`config.mk`:
```
export PLATFORM = sky130hd
export DESIGN_NAME = register_file_write_controller
export DESIGN_NICKNAME = d
export VERILOG_FILES = /design/src/rtl/register_file_write_controller.sv
export SDC_FILE = /design/constraint.sdc
export NUM_CORES = 1
export LEC_CHECK = 0
export BUFFER_PORTS_ARGS = -buffer_cell sky130_fd_sc_hd__buf_2
export CORE_AREA = 2 2 106 57
export CTS_CLUSTER_SIZE = 12
export DETAILED_ROUTE_END_ITERATION = 10
export DIE_AREA = 0 0 108 59
export PLACE_DENSITY = 0.82
export SETUP_SLACK_MARGIN = 0.05
export SLEW_MARGIN = 20
export SYNTH_ARGS = -nofsm -noshare
export SYNTH_HDL_FRONTEND = slang
export SYNTH_SLANG_ARGS = --single-unit
```
`constraint.sdc`:
```
create_clock -name clock_in -period 4.6 [get_ports clock_in]
set_clock_uncertainty 0.15 [all_clocks]
set_input_delay 1.15 -clock clock_in [delete_from_list [all_inputs] [get_ports clock_in]]
set_output_delay 1.15 -clock clock_in [all_outputs]
set_load 0.01 [all_outputs]
```
`src/rtl/register_file_write_controller.sv`:
```
// Single write port of the register file, shared by a burst host loader, compute writeback and a clear sweep.
// Writes appear on rf_write_* one cycle after their handshake; clear back-pressures both requesters, streaming round-robins them.
module register_file_write_controller #(
    parameter int NUMBER_OF_REGISTERS = 256,
    localparam int ADDR_W = $clog2(NUMBER_OF_REGISTERS)
) (
    input  logic              clock_in,
    input  logic              reset_n_in,
    input  logic              clear_start_in,
    input  logic              host_start_in,
    input  logic [ADDR_W-1:0] host_base_address_in,
    input  logic [ADDR_W:0]   host_length_in,
    input  logic              host_valid_in,
    input  logic [7:0]        host_data_in,
    output logic              host_ready_out,
    output logic              host_done_out,
    input  logic              wb_valid_in,
    input  logic [ADDR_W-1:0] wb_address_in,
    input  logic [7:0]        wb_data_in,
    output logic              wb_ready_out,
    output logic              rf_write_enable_out,
    output logic [ADDR_W-1:0] rf_write_address_out,
    output logic [7:0]        rf_write_data_out,
    output logic              busy_out
);
    typedef enum logic [1:0] {S_IDLE, S_CLEAR, S_STREAM} state_t;

    localparam logic [ADDR_W-1:0] LAST_ADDR = ADDR_W'(NUMBER_OF_REGISTERS - 1);

    state_t              r_state;
    state_t              w_next_state;
    logic                r_last_host;
    logic [ADDR_W:0]     r_count;
    logic [ADDR_W:0]     r_length;
    logic [ADDR_W-1:0]   r_base;
    logic [ADDR_W-1:0]   r_sweep;
    logic                r_we;
    logic [ADDR_W-1:0]   r_addr;
    logic [7:0]          r_data;
    logic                r_done;

    logic                w_host_ready;
    logic                w_wb_ready;
    logic                w_host_fire;
    logic                w_wb_fire;
    logic [ADDR_W:0]     w_count_next;
    logic [ADDR_W-1:0]   w_host_addr;
    logic                w_burst_end;
    logic                w_zero_len;

    // The losing side of a contested cycle is the one that was granted last.
    assign w_host_ready = (r_state == S_STREAM) && (!wb_valid_in || !r_last_host);
    assign w_wb_ready   = (r_state == S_IDLE) ||
                          ((r_state == S_STREAM) && (!host_valid_in || r_last_host));
    assign w_host_fire  = host_valid_in && w_host_ready;
    assign w_wb_fire    = wb_valid_in && w_wb_ready;
    assign w_count_next = r_count + {{ADDR_W{1'b0}}, 1'b1};
    assign w_host_addr  = r_base + r_count[ADDR_W-1:0];
    assign w_burst_end  = w_host_fire && (w_count_next == r_length);
    assign w_zero_len   = (r_state == S_IDLE) && !clear_start_in && host_start_in &&
                          (host_length_in == '0);

    always_ff @(posedge clock_in or negedge reset_n_in) begin
        if (!reset_n_in) begin
            r_state <= S_IDLE;
        end else begin
            r_state <= w_next_state;
        end
    end

    always_comb begin
        w_next_state = r_state;
        case (r_state)
            S_IDLE: begin
                if (clear_start_in) begin
                    w_next_state = S_CLEAR;
                end else if (host_start_in && (host_length_in != '0)) begin
                    w_next_state = S_STREAM;
                end
            end
            S_CLEAR: begin
                if (r_sweep == LAST_ADDR) begin
                    w_next_state = S_IDLE;
                end
            end
            S_STREAM: begin
                if (w_burst_end) begin
                    w_next_state = S_IDLE;
                end
            end
            default: w_next_state = S_IDLE;
        endcase
    end

    always_ff @(posedge clock_in or negedge reset_n_in) begin
        if (!reset_n_in) begin
            r_last_host <= 1'b0;
            r_count     <= '0;
            r_length    <= '0;
            r_base      <= '0;
            r_sweep     <= '0;
            r_we        <= 1'b0;
            r_addr      <= '0;
            r_data      <= '0;
            r_done      <= 1'b0;
        end else begin
            r_we   <= 1'b0;
            r_done <= w_burst_end || w_zero_len;
            if (r_state == S_IDLE) begin
                if (clear_start_in) begin
                    r_sweep <= '0;
                end else if (host_start_in && (host_length_in != '0)) begin
                    r_base   <= host_base_address_in;
                    r_length <= host_length_in;
                    r_count  <= '0;
                end
            end
            // Address and data only move on a write so they hold otherwise.
            if (r_state == S_CLEAR) begin
                r_we    <= 1'b1;
                r_addr  <= r_sweep;
                r_data  <= 8'h00;
                r_sweep <= r_sweep + {{(ADDR_W-1){1'b0}}, 1'b1};
            end else if (w_host_fire) begin
                r_we        <= 1'b1;
                r_addr      <= w_host_addr;
                r_data      <= host_data_in;
                r_count     <= w_count_next;
                r_last_host <= 1'b1;
            end else if (w_wb_fire) begin
                r_we        <= 1'b1;
                r_addr      <= wb_address_in;
                r_data      <= wb_data_in;
                r_last_host <= 1'b0;
            end
        end
    end

    assign host_ready_out       = w_host_ready;
    assign wb_ready_out         = w_wb_ready;
    assign host_done_out        = r_done;
    assign rf_write_enable_out  = r_we;
    assign rf_write_address_out = r_addr;
    assign rf_write_data_out    = r_data;
    assign busy_out             = (r_state != S_IDLE);
endmodule

```
; Word-level counts from Yosys, hierarchy flattened
; Index checks and enable logic that the tools add are counted.
; W data, S select, Z words.
[classes]
n_addsub = 3
eq_ne = 7
muxes = 24
bitwise_logic = 2
reduce_logical = 29
[op_table]
columns = op, n
row1 = $mux W8, 9
row2 = $mux W9, 5
row3 = $add A9 B1 Y9 const B, 1
row4 = $eq A9 B9 Y1, 1
row5 = $logic_and A1 B1 Y1, 9
row6 = $logic_not A9 Y1, 1
row7 = $reduce_bool A9 Y1, 1
row8 = $add A8 B1 Y8 const B, 1
row9 = $add A8 B8 Y8, 1
row10 = $eq A8 B8 Y1 const B, 1
row11 = $mux W2, 4
row12 = $reduce_bool A2 Y1, 4
row13 = $pmux W2 S3, 1
row14 = $reduce_and A3 Y1, 2
row15 = $mux W1, 5
row16 = $logic_not A1 Y1, 4
row17 = $logic_or A1 B1 Y1, 4
row18 = $ne A2 B2 Y1 const B, 2
row19 = $reduce_and A2 Y1, 2
row20 = $ne A3 B2 Y1 const B, 1
row21 = $reduce_bool A3 Y1, 1
row22 = $eq A2 B1 Y1 const B, 1
row23 = $eq A2 B2 Y1 const B, 1
row24 = $logic_not A2 Y1, 1
row25 = $not A1 Y1, 2
[totals]
regBits = 55
in_bits = 47
output_inout_bits = 21
elab_cells = 75

; Logic depth before layout (Yosys ltp)
[logic_depth]
depth_word = 8
ltp_mapped = 9
mapped_depth_nobuf = 9

; Least setup slack after synthesis
; Ideal clock, no wire load.
[synth_timing]
path_kind = in2reg
start = input port host_length_in[4]
end = register r_count[6]
setup_time_ps = 96
arrival_ps = 2526
required_ps = 4354
slack_ps = 1829
stages = 7
n_path_buf = 1
cell_sequence = or4_1 > o31a_1 > or2_1 > buf_6 > o21ai_1 > nand2_1 > o31ai_1
[synth_between]
elab_chain_cells = 7
[synth_rtl]
columns = item, line
row1 = from (decl), 12  ; input logic [ADDR_W:0] host_length_in,
row2 = $reduce_bool A9 Y1 *, 112  ; end else if (host_start_in && (host_length_in != '0)) begin
row3 = $logic_and A1 B1 Y1 *, 112
row4 = $mux W9 *, 112
row5 = $mux W9 *, 110  ; if (clear_start_in) begin
row6 = $mux W9 *, 109  ; if (r_state == S_IDLE) begin
row7 = $mux W9, 124  ; end else if (w_host_fire) begin
row8 = $mux W9 *, 119  ; if (r_state == S_CLEAR) begin
row9 = to (signal assigned), 128  ; r_count <= w_count_next;
row10 = to (decl), 33  ; logic [ADDR_W:0] r_count;
; Mark *: on every way between the ends. The rest lies on a longest branch, timed or not.
; A chain may end at the register's enable or synchronous reset.

; Worst setup path after layout
[layout_timing]
start = input port clear_start_in
end = register r_count[6]
[layout_between]
elab_chain_cells = 4
[layout_rtl]
columns = item, line
row1 = from (decl), 9  ; input logic clear_start_in,
row2 = $mux W9 *, 110
row3 = $mux W9 *, 109
row4 = $mux W9, 124
row5 = $mux W9 *, 119
; Marked as above.

==> results by group <==
Timing
  – Max-slew headroom at the worst pin: 44.00%
  – Final Hold Fails: 0
  – Crit share post-route: 69.33%
  – Final Critical Period: 3.189 ns
  – Maximum frequency from static timing analysis: 0.3136 GHz
  – Min Hold Slack: 0.3500 ns
  – Number of max-slew violations in the final report: 0
  – Worst-margin pin slew: 0.8399 ns
  – Final setup vio count: 0
  – Setup repair after global routing missed its margin: false
  – Setup TNS: 0 ns

Clocking
  – Clock root buffer master: sky130_fd_sc_hd__clkbuf_8
  – Num Clock Sinks: between 50 and 60
  – # hold bufs at CTS: 0
  – Maximum count of clock buffers along a single path: 2
  – CTS Buf Count: 5
  – Post-CTS resize count: 0
  – Post-CTS setup-driven buffer insertion count: 0
  – Clock latency on the worst-skew pair: 0.31 ns
  – Htree depth: 2
  – CTS tree: yes
  – Clock-pin transition on the worst setup and hold timing paths: 0.10 ns

Synth
  – Syn avg cell area: 9.365 um2
  – Syn Nets: approximately 380
  – Fraction of registers with async set or reset after synthesis: 100.0%
  – Share of synthesized area occupied by flip-flops and latches: ~45%
  – Post-synthesis register bit count: between 50 and 60
  – Post-synth EDFFs: 0
  – Distinct cell type count of the synthesized netlist: 45
  – Synthesis warning total: 0
  – Post-synthesis instance area: around 0.0030 mm2
  – Gate Count Post-Synth: 324
  – Most used flip-flop cell after synthesis: sky130_fd_sc_hd__dfrtp_1

Setup path
  – Element type at the critical path start: input pin
  – Maximum net fanout on the critical path: 12
  – Cell family with the largest share of critical-path delay: simple AND/OR/NAND/NOR gates
  – WP buf/inv: 1
  – Crit path max-delay cell type: sky130_fd_sc_hd__nor4b_1
  – Required time of the critical path: 4.63 ns
  – Start-to-end type of the worst setup path: in -> reg
  – Largest stage delay on the critical path: 0.72 ns
  – Worst Setup End Kind: register
  – Worst Path Arrival: 3.22 ns
  – Ordered list of cells on the worst path: buf_2, nor4b_1, o31a_1, or2_1, o21ai_1, nand2_1, o31ai_1
  – Setup slack of the most critical reg-to-reg path: 1.83 ns

Routing
  – First DRT Iteration DRCs: 122
  – Via Count: 2608
  – Router iterations before antenna repair: 4
  – Total detailed-routing wirelength: 7019 um
  – Drc violations: 0
  – Wire length per cell after detailed routing: 15.26 um
  – Vias per cell: 5.670
  – Count of antenna-violating nets left after detailed routing: 0

Floorplan
  – Die Y: between 50 and 60 um
  – Standard-cell row count: 19
  – Area of the core region: roughly 0.0053 mm2
  – Die ar.: 0.006372 mm2
  – Floorplan die width: ~110 um
  – Total I/O pin count: 68
  – Initial standard-cell utilization of the core: between 50% and 60%

Place
  – Placed instance area: roughly 0.0034 mm2
  – Final Wtd Congestion: between 0.8 and 0.9
  – Detail Placement HPWL: 5394 um
  – Quantity of I/O buffers inserted on ports: 67

Global route
  – Antenna violations before repair: 0
  – Pin count of the biggest net entering global routing: 40
  – Global-route usage over all layers: 23.94%
  – Global-route wire length before repair: 11910 um
  – GRT Residual Overflow: 0
  – Vias in the first global route: roughly 2600

Final layout
  – Antenna cell count: 0
  – Most common cell after layout, fill and taps aside: sky130_fd_sc_hd__buf_2
  – Highest-count cells in the layout ignoring fill and taps: sky130_fd_sc_hd__buf_2, sky130_fd_sc_hd__dfrtp_1, sky130_fd_sc_hd__nand2_1, sky130_fd_sc_hd__o21ai_0, sky130_fd_sc_hd__nor2_1
  – Synthesis-to-finish area growth: 16.54%
  – Proportion of layout cells with a drive suffix above 1: a little over a quarter
  – Area taken by flip-flops and latches: between 0.001 and 0.0015 mm2
  – Final nets: 443
  – Fill cell count: 454
  – Area taken by multi-input logic gates: 0.001553 mm2
  – Post-route standard cell area excluding fillers: 0.003536 mm2

Run status
  – Status: complete, no violations

Power and ir drop
  – Peak ir drop on the vdd network: 0.2847 mV
  – Leakage: 1.680 nW
  – Power density over the cells: between 500 and 600 mW/mm2

Worst hold path
  – Kind of path behind the tightest hold check: reg -> reg

Run
  – Max Cap Viol: 0
## per-stage QoR
stage | worst slack, ns | instances | utilization, % | total power (W)
finish | 1.411 | 460 | 66.11 | 0.001929
CTS | 1.502 | 460 | 66.11 | 0.001940
global route | 1.339 | 460 | 66.11 | 0.002074
floorplan | 1.829 | 324 | - | 0.001357
global placement | 1.251 | 452 | 64.00 | 0.001568
detailed placement | 1.166 | 452 | 64.00 | 0.001614
## report_power, final
| group | total [W] | leakage (nW) | switching (W) | internal, W |
|---|---|---|---|---|
| Clock | 0.000325 | 0.0581 | 0.000163 | 0.000162 |
| Combinational | 0.000798 | 0.914 | 0.000429 | 0.000369 |
| Sequential | 0.000806 | 0.708 | 0.000143 | 0.000663 |
## path summary, 6_finish.rpt
kind	startpoint	to	cells after the start
max	clear_start_in	r_count[6]	7
min	rf_write_address_out[6]	rf_write_address_out[6]	2
max reg2reg	r_state[0]	r_count[6]	6
min reg2reg	rf_write_address_out[6]	rf_write_address_out[6]	2
max in group asynchronous	reset_n_in	rf_write_address_out[5]	2
min in group asynchronous	reset_n_in	r_length[1]	1
## state kept, by name, summed over array words and instances (netlist names)
register,cells
r_length,9
rf_write_enable_out,1
rf_write_data_out,8
rf_write_address_out,8
r_count,9
host_done_out,1
r_sweep,8
r_last_host,1
r_state,2
r_base,8
## routing by layer
layer	up-vias	track usage, %	share of wire, %
met5	-	0	0
met4	0	6.960	1.2
met3	8	4.505	5.1
met2	69	41.24	49
met1	1262	31.59	45
li1	1269	-	-
## worst register-to-register path, stage by stage, from the launching register on
cell and delay, ns:
sky130_fd_sc_hd__dfrtp_1 0.52, sky130_fd_sc_hd__nor4b_1 0.73, sky130_fd_sc_hd__o31a_1 0.57, sky130_fd_sc_hd__or2_1 0.39
sky130_fd_sc_hd__o21ai_1 0.12, sky130_fd_sc_hd__nand2_1 0.09, sky130_fd_sc_hd__o31ai_1 0.07
## area by class of cell
class                   count  share of cell area [%]
flip-flops and latches     55                   38.92
clock buffers               5                   1.946
inverters                   8                  0.8493
repair buffers             72                   10.54
multi-input cells         244                   43.91
clock inverters             3                   1.239
well taps                  73                   2.583
## cells in the mapped netlist (all sizes together) (5+ instances only)
cell type | number | area, um2
inv | 8 | 30.03
a31oi | 9 | 56.30
nand3 | 12 | 60.06
a21oi | 13 | 65.06
o21ai | 38 | 209.0
and3 | 10 | 62.56
xor2 | 5 | 43.79
clkbuf | 11 | 41.29
nand2 | 43 | 161.4
ha | 9 | 112.6
mux2 | 17 | 191.4
dfrtp | 55 | 1376
nor2 | 20 | 75.07
nor3 | 6 | 30.03
buf | 6 | 33.78
xnor2 | 12 | 105.1
## cell families after synthesis
kind of cell | share of synthesized area (%)
buf+inv | 3.464
compound gates | 16.87
mux | 6.639
flops | 45.36
fa+ha+maj | 4.371
simple gates | 18.39
xor+xnor | 4.907
Note: power is estimated with default switching activity, not from simulation.
